$ cat src/rtl/riscv_pkg.sv
// rtl/riscv_pkg.sv - shared RV32I constants and load/store unit types
package riscv_pkg;

  localparam int XLEN = 32;

  localparam logic [2:0] F3_LB  = 3'b000;
  localparam logic [2:0] F3_LH  = 3'b001;
  localparam logic [2:0] F3_LW  = 3'b010;
  localparam logic [2:0] F3_LBU = 3'b100;
  localparam logic [2:0] F3_LHU = 3'b101;
  localparam logic [2:0] F3_SB  = 3'b000;
  localparam logic [2:0] F3_SH  = 3'b001;
  localparam logic [2:0] F3_SW  = 3'b010;

  typedef enum logic [1:0] {
    LSU_IDLE,
    LSU_REQ,
    LSU_WAIT,
    LSU_DONE
  } lsu_state_e;

endpackage

$ cat src/rtl/lsu_load_align.sv
// rtl/lsu_load_align.sv - selects the load lane and sign/zero extends it
module lsu_load_align
  import riscv_pkg::*;
#(
  parameter int XLEN = riscv_pkg::XLEN
) (
  input  logic [2:0]      funct3,
  input  logic [1:0]      a,
  input  logic [XLEN-1:0] rdata,
  output logic [XLEN-1:0] data
);

  logic [7:0]  byte_v;
  logic [15:0] half_v;

  always_comb begin
    byte_v = rdata[7:0];
    case (a)
      2'b00:   byte_v = rdata[7:0];
      2'b01:   byte_v = rdata[15:8];
      2'b10:   byte_v = rdata[23:16];
      default: byte_v = rdata[31:24];
    endcase
    half_v = a[1] ? rdata[31:16] : rdata[15:0];
  end

  always_comb begin
    data = rdata;
    case (funct3)
      F3_LB:   data = {{(XLEN-8){byte_v[7]}}, byte_v};
      F3_LBU:  data = {{(XLEN-8){1'b0}}, byte_v};
      F3_LH:   data = {{(XLEN-16){half_v[15]}}, half_v};
      F3_LHU:  data = {{(XLEN-16){1'b0}}, half_v};
      default: data = rdata;
    endcase
  end

endmodule

$ cat src/rtl/mem_lsu.sv
// rtl/mem_lsu.sv - MEM-stage load/store unit driving a valid/ready data bus
module mem_lsu
  import riscv_pkg::*;
#(
  parameter int XLEN = riscv_pkg::XLEN
) (
  input  logic            clk,
  input  logic            rst_n,
  input  logic            MemReqM,
  input  logic            MemWriteM,
  input  logic [2:0]      Funct3M,
  input  logic [XLEN-1:0] AddrM,
  input  logic [XLEN-1:0] WriteDataM,
  output logic [XLEN-1:0] ReadDataM,
  output logic            StallLSU,
  output logic            FaultM,
  output logic            dreq_valid,
  input  logic            dreq_ready,
  output logic            dreq_we,
  output logic [XLEN-1:0] dreq_addr,
  output logic [3:0]      dreq_be,
  output logic [XLEN-1:0] dreq_wdata,
  input  logic            drsp_valid,
  input  logic [XLEN-1:0] drsp_rdata
);

  lsu_state_e      state_q;
  logic            valid_q;
  logic            we_q;
  logic [XLEN-1:0] addr_q;
  logic [3:0]      be_q;
  logic [XLEN-1:0] wdata_q;
  logic [2:0]      f3_q;
  logic [1:0]      a_q;
  logic [XLEN-1:0] rdata_q;
  logic [XLEN-1:0] load_data;

  logic            illegal;
  logic            misalign;
  logic            fault;
  logic [3:0]      be_n;
  logic [XLEN-1:0] wdata_n;

  // Funct3M[1:0] encodes access size for both loads and stores.
  always_comb begin
    illegal  = (Funct3M == 3'b011) || (Funct3M[2:1] == 2'b11);
    misalign = ((Funct3M[1:0] == 2'b01) && AddrM[0]) ||
               ((Funct3M[1:0] == 2'b10) && (AddrM[1:0] != 2'b00));
    fault    = illegal || misalign;
  end

  always_comb begin
    be_n    = 4'b1111;
    wdata_n = '0;
    if (MemWriteM) begin
      case (Funct3M[1:0])
        2'b00: begin
          be_n    = 4'b0001 << AddrM[1:0];
          wdata_n = {4{WriteDataM[7:0]}};
        end
        2'b01: begin
          be_n    = 4'b0011 << AddrM[1:0];
          wdata_n = {2{WriteDataM[15:0]}};
        end
        default: begin
          be_n    = 4'b1111;
          wdata_n = WriteDataM;
        end
      endcase
    end
  end

  lsu_load_align #(.XLEN(XLEN)) u_align (
    .funct3 (f3_q),
    .a      (a_q),
    .rdata  (drsp_rdata),
    .data   (load_data)
  );

  always_ff @(posedge clk or negedge rst_n) begin
    if (!rst_n) begin
      state_q <= LSU_IDLE;
      valid_q <= 1'b0;
      we_q    <= 1'b0;
      addr_q  <= '0;
      be_q    <= '0;
      wdata_q <= '0;
      f3_q    <= '0;
      a_q     <= '0;
      rdata_q <= '0;
    end else begin
      case (state_q)
        LSU_IDLE: begin
          if (MemReqM && !fault) begin
            valid_q <= 1'b1;
            we_q    <= MemWriteM;
            addr_q  <= {AddrM[XLEN-1:2], 2'b00};
            be_q    <= be_n;
            wdata_q <= wdata_n;
            f3_q    <= Funct3M;
            a_q     <= AddrM[1:0];
            state_q <= LSU_REQ;
          end
        end
        LSU_REQ: begin
          if (dreq_ready) begin
            valid_q <= 1'b0;
            state_q <= LSU_WAIT;
          end
        end
        LSU_WAIT: begin
          if (drsp_valid) begin
            rdata_q <= we_q ? '0 : load_data;
            state_q <= LSU_DONE;
          end
        end
        // DONE always releases so the instruction is never reissued.
        default: state_q <= LSU_IDLE;
      endcase
    end
  end

  always_comb begin
    StallLSU = 1'b0;
    case (state_q)
      LSU_IDLE: StallLSU = MemReqM && !fault;
      LSU_REQ:  StallLSU = 1'b1;
      LSU_WAIT: StallLSU = 1'b1;
      default:  StallLSU = 1'b0;
    endcase
  end

  assign FaultM     = (state_q == LSU_IDLE) && MemReqM && fault;
  assign ReadDataM  = (state_q == LSU_DONE) ? rdata_q : '0;
  assign dreq_valid = valid_q;
  assign dreq_we    = we_q;
  assign dreq_addr  = addr_q;
  assign dreq_be    = be_q;
  assign dreq_wdata = wdata_q;

endmodule

$ cat config.mk
export PLATFORM = sky130hd
export DESIGN_NAME = mem_lsu
export DESIGN_NICKNAME = d
export VERILOG_FILES = /design/src/rtl/riscv_pkg.sv /design/src/rtl/lsu_load_align.sv /design/src/rtl/mem_lsu.sv
export SDC_FILE = /design/constraint.sdc
export NUM_CORES = 1
export LEC_CHECK = 0
export CORE_MARGIN = 1
export CORE_UTILIZATION = 40
export DETAILED_ROUTE_END_ITERATION = 10
export GPL_ROUTABILITY_DRIVEN = 0
export PLACE_DENSITY = 0.77
export SLEW_MARGIN = 20
export SYNTH_ARGS = -nofsm -noshare
export SYNTH_HDL_FRONTEND = slang
export SYNTH_SLANG_ARGS = --single-unit
export TNS_END_PERCENT = 1
$ cat constraint.sdc
create_clock -name clk -period 1.9 [get_ports clk]
set_clock_uncertainty 0.05 [all_clocks]
set_input_delay 0.38 -clock clk [delete_from_list [all_inputs] [get_ports clk]]
set_output_delay 0.38 -clock clk [all_outputs]
set_load 0.005 [all_outputs]
After elaboration in Yosys (flattened, before gate mapping)
Cells that the tools add are included.
{"block": "word_totals", "wordCells": 63, "out_inout_bits": 104, "ff_bits": 107}
{"block": "classes", "eq_ne": 15, "reduce_logical": 20, "mux": 17, "shift": 2}
{"op": "$pmux 32 s4", "n": 1}
{"op": "$mux 32", "n": 3}
{"op": "$pmux 32 s2", "n": 1}
{"op": "$pmux 8 s3", "n": 1}
{"op": "$mux 16", "n": 1}
{"op": "$eq 2x2->1 const B", "n": 5}
{"op": "$pmux 4 s2", "n": 1}
{"op": "$eq 2x1->1 const B", "n": 3}
{"op": "$eq 3x3->1 const B", "n": 2}
{"op": "$logic_not 2->1", "n": 3}
{"op": "$mux 2", "n": 3}
{"op": "$ne 2x2->1 const B", "n": 3}
{"op": "$pmux 2 s3", "n": 1}
{"op": "$reduce_and 3->1", "n": 2}
{"op": "$logic_and 1x1->1", "n": 5}
{"op": "$mux 4", "n": 1}
{"op": "$pmux 1 s2", "n": 2}
{"op": "$reduce_and 2->1", "n": 2}
{"op": "$reduce_bool 2->1", "n": 2}
{"op": "$shl 1x2->4 const A", "n": 1}
{"op": "$shl 2x2->4 const A", "n": 1}
{"op": "$eq 3x1->1 const B", "n": 1}
{"op": "$eq 3x2->1 const B", "n": 1}
{"op": "$logic_not 3->1", "n": 1}
{"op": "other kinds (4)", "n": 7}

Longest topological paths before layout
Gate-level depths: netlist of the first run.
{"block": "logic_depth", "depth_word": 8, "depth_mapped": 9, "ltp_nobuf": 6}

Hierarchy
A second synthesis of the first run with hierarchy kept.
{"block": "hier_totals", "hier_cells": 620, "hier_area_um2": 6072.1}
{"module": "mem_lsu", "cells_per_inst": 487, "n_inst": 1, "area_per_inst_um2": 5102.4}
{"module": "lsu_load_align", "cells_per_inst": 133, "n_inst": 1, "area_per_inst_um2": 969.7}

Worst setup path after synthesis of the first run
Ideal clock, no wire load.
{"block": "synth_path", "path_kind": "input -> output", "startpoint": "input Funct3M[0]", "endpoint": "output StallLSU", "stages": 7, "t_arrival_ps": 1600, "required_time_ps": 1470, "setup_slack_ps": -130, "cell_sequence": "clkbuf_1 -> nor4_2 -> o21bai_1 -> buf_2 -> buf_2 -> buf_2 -> a21oi_1"}
{"block": "synth_between", "elab_chain_cells": 7, "word_cells_on_any_way": 11, "classes_between": "eq/ne (3); mux (1); reduce/logical (7)"}
{"item": "start, declared", "line_no": "mem_lsu.sv:11", "text": "input logic [2:0] Funct3M,"}
{"item": "$eq 2x1->1 or $eq 2x2->1 (tied branches)", "line_no": "mem_lsu.sv:47, mem_lsu.sv:48"}
{"item": "$logic_and 1x1->1 (on tied branches)", "line_no": "mem_lsu.sv:47, mem_lsu.sv:48"}
{"item": "$logic_or 1x1->1", "line_no": "mem_lsu.sv:47", "text": "misalign = ((Funct3M[1:0] == 2'b01) && AddrM[0]) ||"}
{"item": "$logic_or 1x1->1 *", "line_no": "mem_lsu.sv:49", "text": "fault = illegal || misalign;"}
{"item": "$logic_not 1->1 *", "line_no": "mem_lsu.sv:126", "text": "LSU_IDLE: StallLSU = MemReqM && !fault;"}
{"item": "$logic_and 1x1->1 *", "line_no": "mem_lsu.sv:126"}
{"item": "$pmux 1 s2 *", "line_no": "mem_lsu.sv:125", "text": "case (state_q)"}
{"item": "end, declared", "line_no": "mem_lsu.sv:15", "text": "output logic StallLSU,"}
Mark *: on every way between the ends. The rest lies on a longest branch, timed or not.

Worst setup path after layout of the first run
{"block": "layout_path", "startpoint": "register state_q[1]", "endpoint": "output StallLSU"}
{"block": "layout_between", "elab_chain_cells": 3, "word_cells_on_any_way": 5, "classes_between": "eq/ne (2); mux (1); reduce/logical (2)"}
{"item": "start, declared", "line_no": "mem_lsu.sv:27", "text": "lsu_state_e state_q;"}
{"item": "start signal, assigned", "line_no": "mem_lsu.sv:82", "text": "state_q <= LSU_IDLE;"}
{"item": "start signal, assigned", "line_no": "mem_lsu.sv:102", "text": "state_q <= LSU_REQ;"}
{"item": "start signal, assigned", "line_no": "mem_lsu.sv:108", "text": "state_q <= LSU_WAIT;"}
{"item": "$eq 2x2->1 or $eq 2x1->1 (tied branches)", "line_no": "mem_lsu.sv:125"}
{"item": "$reduce_or 2->1 (no source line)"}
{"item": "$pmux 1 s2 *", "line_no": "mem_lsu.sv:125"}
Marks and branches as above.

==> results of run 1 <==
logic make-up after synthesis:
group,Yosys count,synth area share (%)
adders and majority gates,4,0.943
and+or+nand+nor,151,13.4
other,1,0.0707
DFF,107,50.5
AOI/OAI and AO/OA,108,14.1
muxes,83,17.3
buffers and inverters,44,3.77
area by class of cell:
cell class / count / area, um^2
fill: 969 / 4420
clock buffer: 11 / 253
tap: 172 / 215
inverter: 6 / 27.5
sequential: 107 / 2680
multi-input combinational: 348 / 2560
timing repair buffer: 258 / 2570
clock inverter: 4 / 50.0
state kept, by name, summed over array words and instances, names as in the netlist:
register,cells
state_q,2
dreq_wdata,32
f3_q,3
dreq_be,4
rdata_q,32
dreq_valid,1
dreq_we,1
a_q,2
dreq_addr,30
cell usage in the layout (no fill, tap or decap), types with 3 or more instances in the layout:
cell type / n
dlygate4sd2_1: 4
clkdlybuf4s50_1: 167
inv_1: 4
buf_16: 3
nor2_1: 13
a21oi_1: 11
o21ai_0: 50
buf_12: 6
nand2_1: 84
buf_2: 14
and2_1: 14
clkbuf_16: 9
and2_4: 18
buf_6: 23
mux2_1: 34
mux2_2: 30
a22oi_1: 16
dfrtp_1: 107
mux2i_1: 17
nand2b_1: 11
a221o_2: 16
buf_4: 36
nor2b_1: 3
ha_4: 3
clkbuf_2: 3
per-stage QoR:
| stage | cell area [um^2] | hold slack, ns | setup TNS (ns) |
|---|---|---|---|
| 5_1_grt | 8350 | 0.457 | -3.37 |
| 4_1_cts | 8220 | 0.434 | -1.54 |
| 2_1_floorplan | 5340 | 0.0344 | -0.239 |
| 6_report | 8350 | 0.427 | -1.16 |
| 3_3_place_gp | 7810 | 0.285 | -35.23 |
| 3_5_place_dp | 7810 | 0.284 | -38.54 |
final timing paths:
check	start	cells past startpoint	to
worst min-delay path	dreq_wdata[31]	2	dreq_wdata[31]
min in group asynchronous	rst_n	2	rdata_q[26]
worst min register to register	dreq_wdata[31]	2	dreq_wdata[31]
max in group asynchronous	rst_n	3	dreq_addr[16]
worst max-delay path	state_q[1]	6	StallLSU
worst max register to register	state_q[0]	9	rdata_q[19]
per-layer routing:
metal,track usage (%),vias up,routed length (um)
met5,0,-,30
met4,10.9,4,444
met3,8.14,36,1380
met2,40.0,204,7800
met1,28.8,2316,6350
li1,-,2194,-
timing repair:
item,CTS,global route
pin swaps,6,1
setup endpoints to repair,103,63
endpoints found under the hold margin,27,0
gates resized for setup,148,36
cloned,3,0
hold buffers,1,0
buffers inserted,9,0
worst reg2reg max path, delay by kind of cell (launching register included):
kind | cells | cell delay [ns]
adder cells (fa/ha/maj) | 1 | 0.13
flip-flops | 1 | 0.42
AO/OA/AOI/OAI | 2 | 0.36
AND/OR/NAND/NOR | 2 | 0.30
buffers and inverters | 4 | 0.63
power by group through the flow:
stage / Combinational (W) / Clock [W] / Sequential, W
after floorplan: 0.00221 / 0 / 0.00398
after global routing: 0.00590 / 0.00208 / 0.00422
after CTS: 0.00533 / 0.00198 / 0.00407
after detailed placement: 0.00500 / 0 / 0.00409
after global placement: 0.00486 / 0 / 0.00402
final: 0.00545 / 0.00194 / 0.00408
==> flow_summary.ini, run 1 <==
[floorplan]
start_util_pct = 41.5
die_y_um = 117
dieArea_um2 = 13700
fp-row-count = 41
io-pin-count = 209
core_um2 = 12800
die_x_um = 117

[synthesis]
async_reset_ff_share_pct = 100
yosysSeqAreaShare_pct = 50.5
synth_most_common_cell = dfrtp_1
synth_top_area_cell = dfrtp_1
synth_top_area_share_pct = 50.5
ys.flop_type = dfrtp_1
netlist_instances = 498
synth_common_cells = 107 x dfrtp_1, 85 x nand2_1, 50 x o21ai_0
avgSynthCellArea_um2 = 10.7
synth-edff-count = 0
synth_area_um2 = 5310
synth_warnings = 0
synthTopCellsByArea = dfrtp_1 50%, mux2_1 7.4%, mux2_2 6.4%
synth_cell_types = 42
ys_seq_elements = 107

[power_and_ir_drop]
p_switching_w = 0.00371
pwr-share-seq_pct = 35.6
p_per_area_nw_per_um2 = 1370
clockPowerShare_pct = 16.9
intPower_w = 0.00776
ir_drop_mv = 0.822
p_total_w = 0.0115
switching_share_pct = 32.4
p_leak_nw = 3.71
pwr-share-comb_pct = 47.5

[sta]
tightest_slew_ns = 0.659
fmax_mhz = 499
hold_viol = 0
slew_viol_final = 0
maxSlewHeadroom_pct = 56.1
setup_ws_ns = -0.105
setup_viol_count_final = 42
rsz0062_at_grt = true
period_minus_slack_ns = 2.00
post-route-period-util_pct = 106

[clock_tree]
clock_latency_ns = 0.36
cts_made_buffers = 9
cts.htree.levels = 3
clkTransAtPathRegs_ns = 0.07
ctsRootBufferMaster = clkbuf_16
clock_path_buffers = 2
cts_tree = done
cts.sinks = 107

[setup_path]
reg2reg_slack_ns = -0.05
path_cells = ha_4, buf_6, buf_16, buf_6, a21oi_2, buf_2
path_max_fanout = 16
cp_slowest_cell = dfrtp_1
endpoint_kind = output port
worstSetupPathType = register to output port
crit_family = buffers and inverters
crit_required_ns = 1.47
cp-start-kind = register
crit_path_frequent_cell = buf_6
cpPeakStageDelay_ns = 0.43
crit_arrival_ns = 1.57
path_buf_inv = 4

[job]
max-cap-violations = 0

[global_route]
grt-ovfl-total = 0
grt_pass1_vias = 4867
antenna_found_initial = 2
grt_pass1_wl_um = 25000
grt_max_degree = 71
grtUsageTotal_pct = 24.3

[drt]
first_iter_violations = 314
dr_total_vias = 4754
wl_um = 16000
route.antenna.remaining_nets = 0
vias_per_cell = 5.25
drt_first_pass_iters = 4
drcViolationCount = 0
routedWlPerCell_um = 17.7

[placement]
hpwl_um = 11400
dpl.cell_count = 878
preCtsSetupSlack_ns = -0.634
io_buffers = 206

[finish]
syn2layout_area_growth_pct = 57.4
fin_util_pct = 65.4
diodes = 0
final_cell_count_no_fill = 906
drive_above_1_share_pct = 25.1
nNetsFinal = 839

[min_path]
min_path_type = register to register

[run_status]
violations = negative setup slack
status = finished with violations
(Power assumes the default switching activity.)
==> inputs of run 2 (changes only) <==
--- a/config.mk
+++ b/config.mk
@@ -5,6 +5,7 @@
 export SDC_FILE = /design/constraint.sdc
 export NUM_CORES = 1
 export LEC_CHECK = 0
+export CAP_MARGIN = 15
 export CORE_MARGIN = 1
 export CORE_UTILIZATION = 40
 export DETAILED_ROUTE_END_ITERATION = 10
==> constraint.sdc (replaced) <==
create_clock -name clk -period 1.9 [get_ports clk]
set_clock_uncertainty 0.05 [all_clocks]
set_input_delay 0.38 -clock clk [delete_from_list [all_inputs] [get_ports clk]]
set_output_delay 0.38 -clock clk [all_outputs]
set_load 0.01 [all_outputs]
==> flow_summary.ini, run 2 (same netlist as run 1, synthesis figures left out) <==
[run_status]
status = finished with violations
violations = negative setup slack

[global_route]
grt_pass1_wl_um = 24500
grtUsageTotal_pct = 23.9
grt-ovfl-total = 0
grt_pass1_vias = 4781
grt_max_degree = 71
antenna_found_initial = 1

[min_path]
min_path_type = register to register
min_path_cells = 2

[setup_path]
crit_family = buffers and inverters
path_max_fanout = 8
cp-start-kind = register
worstSetupPathType = register to register
crit_arrival_ns = 2.23
endpoint_kind = register
cpPeakStageDelay_ns = 0.40
path_cells = buf_6, inv_4, buf_6, ha_4, nand2_4, or2_4, a2111oi_4, buf_4, clkbuf_16, a221o_2
cp_num_cells = 10
cp_slowest_cell = dfrtp_1
path_buf_inv = 5
crit_required_ns = 2.13
crit_path_frequent_cell = buf_6
r2r_cells = 10

[finish]
fin_util_pct = 63.9
final_common_cell = clkdlybuf4s50_1
drive_above_1_share_pct = 22.9
mostFrequentLayoutCells = 168 x clkdlybuf4s50_1, 106 x dfrtp_1, 84 x nand2_1
syn2layout_area_growth_pct = 54.0
final_cell_count_no_fill = 901
nNetsFinal = 834

[placement]
io_buffers = 206
dpl.cell_count = 878
hpwl_um = 11400

[power_and_ir_drop]
p_leak_nw = 3.64
pwr-share-seq_pct = 35.2
clockPowerShare_pct = 15.9
ir_drop_mv = 0.730
p_switching_w = 0.00393
pwr-share-comb_pct = 48.9
switching_share_pct = 34.1
intPower_w = 0.00758
p_per_area_nw_per_um2 = 1410

[floorplan]
fp-row-count = 41
io-pin-count = 209
die_x_um = 117
die_y_um = 117
start_util_pct = 41.5
core_um2 = 12800
dieArea_um2 = 13700

[sta]
fmax_mhz = 501
post-route-period-util_pct = 105
slew_viol_final = 0
rsz0062_at_grt = true
setup_viol_count_final = 49
setup_ws_ns = -0.0943
period_minus_slack_ns = 1.99
hold_viol = 0

[drt]
dr_total_vias = 4593
route.antenna.remaining_nets = 0
routedWlPerCell_um = 17.5
drt_first_pass_iters = 4
first_iter_violations = 336
wl_um = 15800
vias_per_cell = 5.10
drcViolationCount = 0

[clock_tree]
cts.sinks = 107
ctsRootBufferMaster = clkbuf_16
cts_made_buffers = 9
clock_latency_ns = 0.35
cts_tree = done
clkTransAtPathRegs_ns = 0.06
clock_path_buffers = 2
cts.htree.levels = 3

[job]
max-cap-violations = 0
-- run 2: timing repair --
action / 4_1_cts / 5_1_grt
endpoints found under the hold margin: 27 / 0
hold buffers: 1 / 0
resized for setup: 155 / 17
buffers inserted: 3 / 2
gates cloned: 2 / 0
setup endpoints to repair: 79 / 78
pin swaps: 3 / 2
-- run 2: final cells by class --
cell class	count	area, um^2
Fill cell	1038	4610
Sequential cell	107	2680
Multi-Input combinational cell	348	2530
Timing Repair Buffer	253	2430
Clock buffer	11	243
Tap cell	172	215
Clock inverter	3	40.0
Inverter	6	27.5
Antenna cell	1	2.50
-- run 2: worst paths after layout --
check	from	end	slack (ns)
hold reg to reg	rdata_q[2]	rdata_q[2]	0.43
max in group asynchronous	rst_n	dreq_wdata[0]	0.76
setup reg to reg	state_q[0]	rdata_q[19]	-0.09
min in group asynchronous	rst_n	rdata_q[29]	0.47
setup / recovery	state_q[0]	rdata_q[19]	-0.09
hold / removal	rdata_q[2]	rdata_q[2]	0.43
-- run 2: worst reg2reg max path: cells and delay by family, from the launching register on --
family | cells | cell delay [ns]
buffers and inverters | 5 | 0.61
AOI/OAI and AO/OA | 2 | 0.43
DFF | 1 | 0.40
and+or+nand+nor | 2 | 0.30
adders and majority gates | 1 | 0.14
-- run 2: layer usage --
layer / vias to the layer above / global-route usage, % / wire [um]
met5: - / 0 / 13
met4: 2 / 10.5 / 427
met3: 28 / 7.05 / 1350
met2: 184 / 41.0 / 7620
met1: 2198 / 27.8 / 6360
li1: 2181 / - / -
-- run 2: metrics by stage --
stage	total power [W]	setup TNS, ns	cell area (um^2)	setup WS (ns)	hold slack, ns
after global routing	0.0122	-4.67	8170	-0.151	0.453
after detailed placement	0.00949	-32.90	7830	-0.638	0.294
after CTS	0.0115	-1.15	8090	-0.102	0.428
final	0.0115	-2.21	8170	-0.0943	0.426
after global placement	0.00928	-31.04	7830	-0.637	0.301
after floorplan	0.00654	-0.242	5350	-0.0279	0.0344
-- run 2: power by group through the flow --
stage / combinational (W) / sequential, W / clock (W)
finish: 0.00563 / 0.00405 / 0.00184
global route: 0.00608 / 0.00420 / 0.00195
CTS: 0.00558 / 0.00405 / 0.00189
detailed placement: 0.00542 / 0.00407 / 0
global placement: 0.00529 / 0.00400 / 0
floorplan: 0.00229 / 0.00425 / 0
==> inputs of run 3 (changes only) <==
--- a/config.mk
+++ b/config.mk
@@ -11,7 +11,7 @@
 export DETAILED_ROUTE_END_ITERATION = 10
 export GPL_ROUTABILITY_DRIVEN = 0
 export PLACE_DENSITY = 0.77
-export SLEW_MARGIN = 20
+export SLEW_MARGIN = 25
 export SYNTH_ARGS = -nofsm -noshare
 export SYNTH_HDL_FRONTEND = slang
 export SYNTH_SLANG_ARGS = --single-unit
==> results of run 3 <==
Final layout, timing and power as in run 2 (identical DEF).
==> variant 1: new RTL, config.mk and constraints of run 2 <==
Put a register stage on the output `FaultM`, cleared by the reset. The value now appears one clock later. The other outputs are not delayed to match.
--- a/src/rtl/mem_lsu.sv
+++ b/src/rtl/mem_lsu.sv
@@ -130,7 +130,13 @@
     endcase
   end
 
-  assign FaultM     = (state_q == LSU_IDLE) && MemReqM && fault;
+  always_ff @(posedge clk or negedge rst_n) begin
+    if (!rst_n) begin
+      FaultM <= '0;
+    end else begin
+      FaultM <= (state_q == LSU_IDLE) && MemReqM && fault;
+    end
+  end
   assign ReadDataM  = (state_q == LSU_DONE) ? rdata_q : '0;
   assign dreq_valid = valid_q;
   assign dreq_we    = we_q;
Check against the original RTL: not equivalent (a bounded check fails within 4 cycles, from zero or initial values and one cycle with rst_n low).
==> variant 1 against run 2 <==
- the flow still finishes with violations (setup timing)
- worst setup slack worse by 0.022 ns
- area after synthesis grew 1.9%
- sequential share of layout area shrank 1.7 points
- fmax fell by 1.1%
- non-clock buffer count increased by 3
- total power increased by 9.7%
- final area up 6.4%
- sequential cell count rose by 1
- routed wire length up 4.9%
- hold slack improved by 0.0063 ns
- largest cell class is now buffers
==> variant 1: results (changes against run 2) <==
[grt]
grt_max_degree=48  ; was 71
met1_usage_pct=27.7  ; was 27.8%
grt.total_usage_pct=24.0  ; was 23.9%
grt_pass1_vias=4976  ; was 4,781
met3_usage_pct=7.29  ; was 7.05%

[placement]
place_area_mm2=0.00785  ; was 0.00783 mm2
dpl.cell_count=875  ; was 878
place_hpwl_um=11700  ; was 11,400 um
dp_slack_ns=-0.557  ; was -0.638 ns

[sta]
fin_ws_ns=-0.116  ; was -0.0943 ns
finalSetupViolCount=63  ; was 49

[logic_synthesis]
yosys.cell_types.count=44  ; was 42
synth.area.top_cells=dfrtp_1 (50%), mux2_4 (8.3%), nand2_1 (6.0%)  ; was dfrtp_1 (50%), mux2_1 (7.4%), mux2_2 (6.4%)
synthTopCellsByCount=dfrtp_1 (108), nand2_1 (87), o21ai_0 (65)  ; was dfrtp_1 (107), nand2_1 (85), o21ai_0 (50)
synthCells=496  ; was 498

[cts]
cts_setup_buffers=10  ; was 3
cts_resized=220  ; was 155

[worst_setup_path]
endpoint=ReadDataM[4]  ; was rdata_q[19]
crit_arrival_ns=1.59  ; was 2.23 ns
r2r-end=dreq_addr[18]  ; was rdata_q[19]
reg2reg_depth=9  ; was 10
rrSetupSlack_ns=-0.04  ; was -0.09 ns
crit_path_start=state_q[1]  ; was state_q[0]

[outcome]
status=finished with violations  ; unchanged
violations=setup timing  ; unchanged

[power]
p_int_uw=8450  ; was 7580 uW
ir_drop_uv=735  ; was 730 uV
p_per_area_mw_per_mm2=1450  ; was 1410 mW/mm2
seqPwrFrac_pct=32.4  ; was 35.2%
p_clk_uw=2130  ; was 1840 uW

[detailed_routing]
met1Wirelength_um=6600  ; was 6360 um
first_iter_violations=284  ; was 336
vias=4780  ; was 4,593
wl_per_cell_um=18.2  ; was 17.5 um

[final_layout]
fin_nets=836  ; was 834
drive_gt1_share_pct=29.5  ; was 22.9%

==> variant 1: changes by cell type after synthesis, moves of 6 or more <==
cell	before	now
nand2b_1	11	2
a21boi_0	0	8
o21ai_0	50	65
a32oi_1	0	7
a22oi_1	16	7
mux2_4	1	30
a221o_2	16	10
a21oi_1	12	4
mux2_1	35	6
mux2i_1	17	9
==> variant 1: worst min-delay path by stage <==
stage               cells past startpoint       endpoint          start  slack [ns]
floorplan                               0         FaultM          rst_n        0.03
CTS                                     2    rdata_q[12]    rdata_q[12]        0.43
global route                            1     rdata_q[6]     rdata_q[6]        0.45
finish                                  2  dreq_wdata[6]  dreq_wdata[6]        0.43
detailed placement                      1     rdata_q[2]          rst_n        0.31
global placement                        1     rdata_q[0]          rst_n        0.30
==> variant 1: kinds of logic (layout without fill, tap and decap cells) <==
family,count (synthesis),count (layout),synth area share (%)
other,1,3,0.0693
AND/OR/NAND/NOR,145,145,12.9
buffers and inverters,45,280,4.19
AO/OA/AOI/OAI,122,122,15.1
multiplexers,71,71,16.9
flip-flops,108,108,50.0
adder cells (fa/ha/maj),4,4,0.926
==> variant 1: worst min-delay path, cell delays in order, from the launching register on <==
cell	delay, ns
dfrtp_1	0.35
nand2_1	0.05
o21ai_0	0.06
==> variant 1: final cells by class <==
| class | count | area, um2 | area share (%) |
|---|---|---|---|
| timing repair buffer | 256 | 2730 | 31.4 |
| sequential | 108 | 2700 | 31.1 |
| multi-input combinational | 344 | 2660 | 30.6 |
| clock buffer | 10 | 229 | 2.64 |
| tap | 176 | 220 | 2.53 |
| clock inverter | 6 | 113 | 1.30 |
| inverter | 8 | 35.0 | 0.403 |
| antenna | 1 | 2.50 | 0.0288 |
==> variant 2: new RTL, settings of run 2 <==
Without the edit above. Make the reset (`rst_n`) synchronous in one clocked block.
--- a/src/rtl/mem_lsu.sv
+++ b/src/rtl/mem_lsu.sv
@@ -77,7 +77,7 @@
     .data   (load_data)
   );
 
-  always_ff @(posedge clk or negedge rst_n) begin
+  always_ff @(posedge clk) begin
     if (!rst_n) begin
       state_q <= LSU_IDLE;
       valid_q <= 1'b0;
Check against the original RTL: differs if rst_n is asserted again (counterexample within 4 cycles, from zero or initial values and one cycle with rst_n low); with rst_n held inactive, the same outputs for 10 cycles.
==> variant 2 against run 2 <==
- the run ends with DRC left
- sequential cell count stayed put
- final area decreased by 8.3%
- non-clock buffer count down 7
- count of clock-buffer cells in the layout stayed put
- via count is 7.7% higher
- area after synthesis shrank 8.4%
- worst setup slack improved by 0.12 ns
- routed wire length down 0.84%
Power is not compared: it rests on default switching activity, and its combinational part moved more than twofold at a synthesized area within 25%.
==> variant 2: results (changes against run 2) <==
[outcome]
status=finished with violations  ; unchanged
violations=DRC  ; was setup timing

[worst_setup_path]
crit_slowest_cell=nor3_4  ; was dfrtp_1
endpoint=StallLSU  ; was rdata_q[19]
rrSetupSlack_ns=0.13  ; was -0.09 ns
crit_path_max_incr_delay_ns=0.24  ; was 0.40 ns
worstPathMaxFanout=2  ; was 8
rr_startpoint=state_q[0]  ; unchanged
reg2reg_depth=8  ; was 10

[sta]
period_share_pct=98.8  ; was 105%
holdWs_ns=0.400  ; was 0.426 ns
finalSetupViolCount=0  ; was 49

[hold_path]
hold_end=rdata_q[18]  ; was rdata_q[2]
hold_start=rdata_q[18]  ; was rdata_q[2]

[detailed_routing]
wl_per_cell_um=16.6  ; was 17.5 um
routed_wl_um=15600  ; was 15,800 um
first_iter_violations=273  ; was 336
drc=15  ; was 0
vias=4945  ; was 4,593

[logic_synthesis]
synth_compound_area_share_pct=22.9  ; was 14.1%
seq_area_frac_synth_pct=44.1  ; was 50.5%
muxShareOfSynthArea_pct=7.64  ; was 17.3%
synth.area.top_cells=dfxtp_1 (44%), nand2_1 (10%), mux2i_1 (7.4%)  ; was dfrtp_1 (50%), mux2_1 (7.4%), mux2_2 (6.4%)
ys_dominant_reg_cell=dfxtp_1  ; was dfrtp_1
async_flop_share_pct=0  ; was 100%

[final_layout]
fin_nets=905  ; was 834
drive_gt1_share_pct=13.9  ; was 22.9%
fillers=968  ; was 1,038

[grt]
grt.total_usage_pct=24.9  ; was 23.9%
grt_pass1_wl_um=24800  ; was 24,500 um
grt_antenna_before_repair=0  ; was 1

[placement]
dpl.cell_count=924  ; was 878
place_hpwl_um=11500  ; was 11,400 um
dp_slack_ns=-0.671  ; was -0.638 ns

[power]
p_total_uw=6110

variant 2: cell count changes in the layout (fill, tap and decap cells not counted), sizes merged, moves of 15 or more:
| cell | delta |
|---|---|
| nand2 | +46 |
| dfxtp | +107 |
| a21oi | +20 |
| a22o | +15 |
| mux2 | -65 |
| mux2i | +19 |
| dfrtp | -107 |
| a22oi | -16 |
| a221o | -17 |
| a21boi | +36 |
variant 2: cell type report:
cell class / count / area share (%)
tap: 143 / 2.39
sequential: 107 / 28.6
multi-input combinational: 425 / 33.9
clock buffer: 11 / 3.38
inverter: 7 / 0.351
timing repair buffer: 246 / 30.3
clock inverter: 5 / 1.10
variant 2: repair_timing:
action	in CTS	in global routing
gates resized for setup	150	22
endpoints found under the setup margin	71	54
cloned	1	0
buffers inserted	2	1
pin swaps	6	7
variant 2: metal layers:
metal / up-vias / track usage, % / wire [um]
met5: - / 0 / 0
met4: 0 / 9.33 / 360
met3: 23 / 8.69 / 1560
met2: 207 / 42.3 / 7480
met1: 2289 / 28.9 / 6240
li1: 2426 / - / -
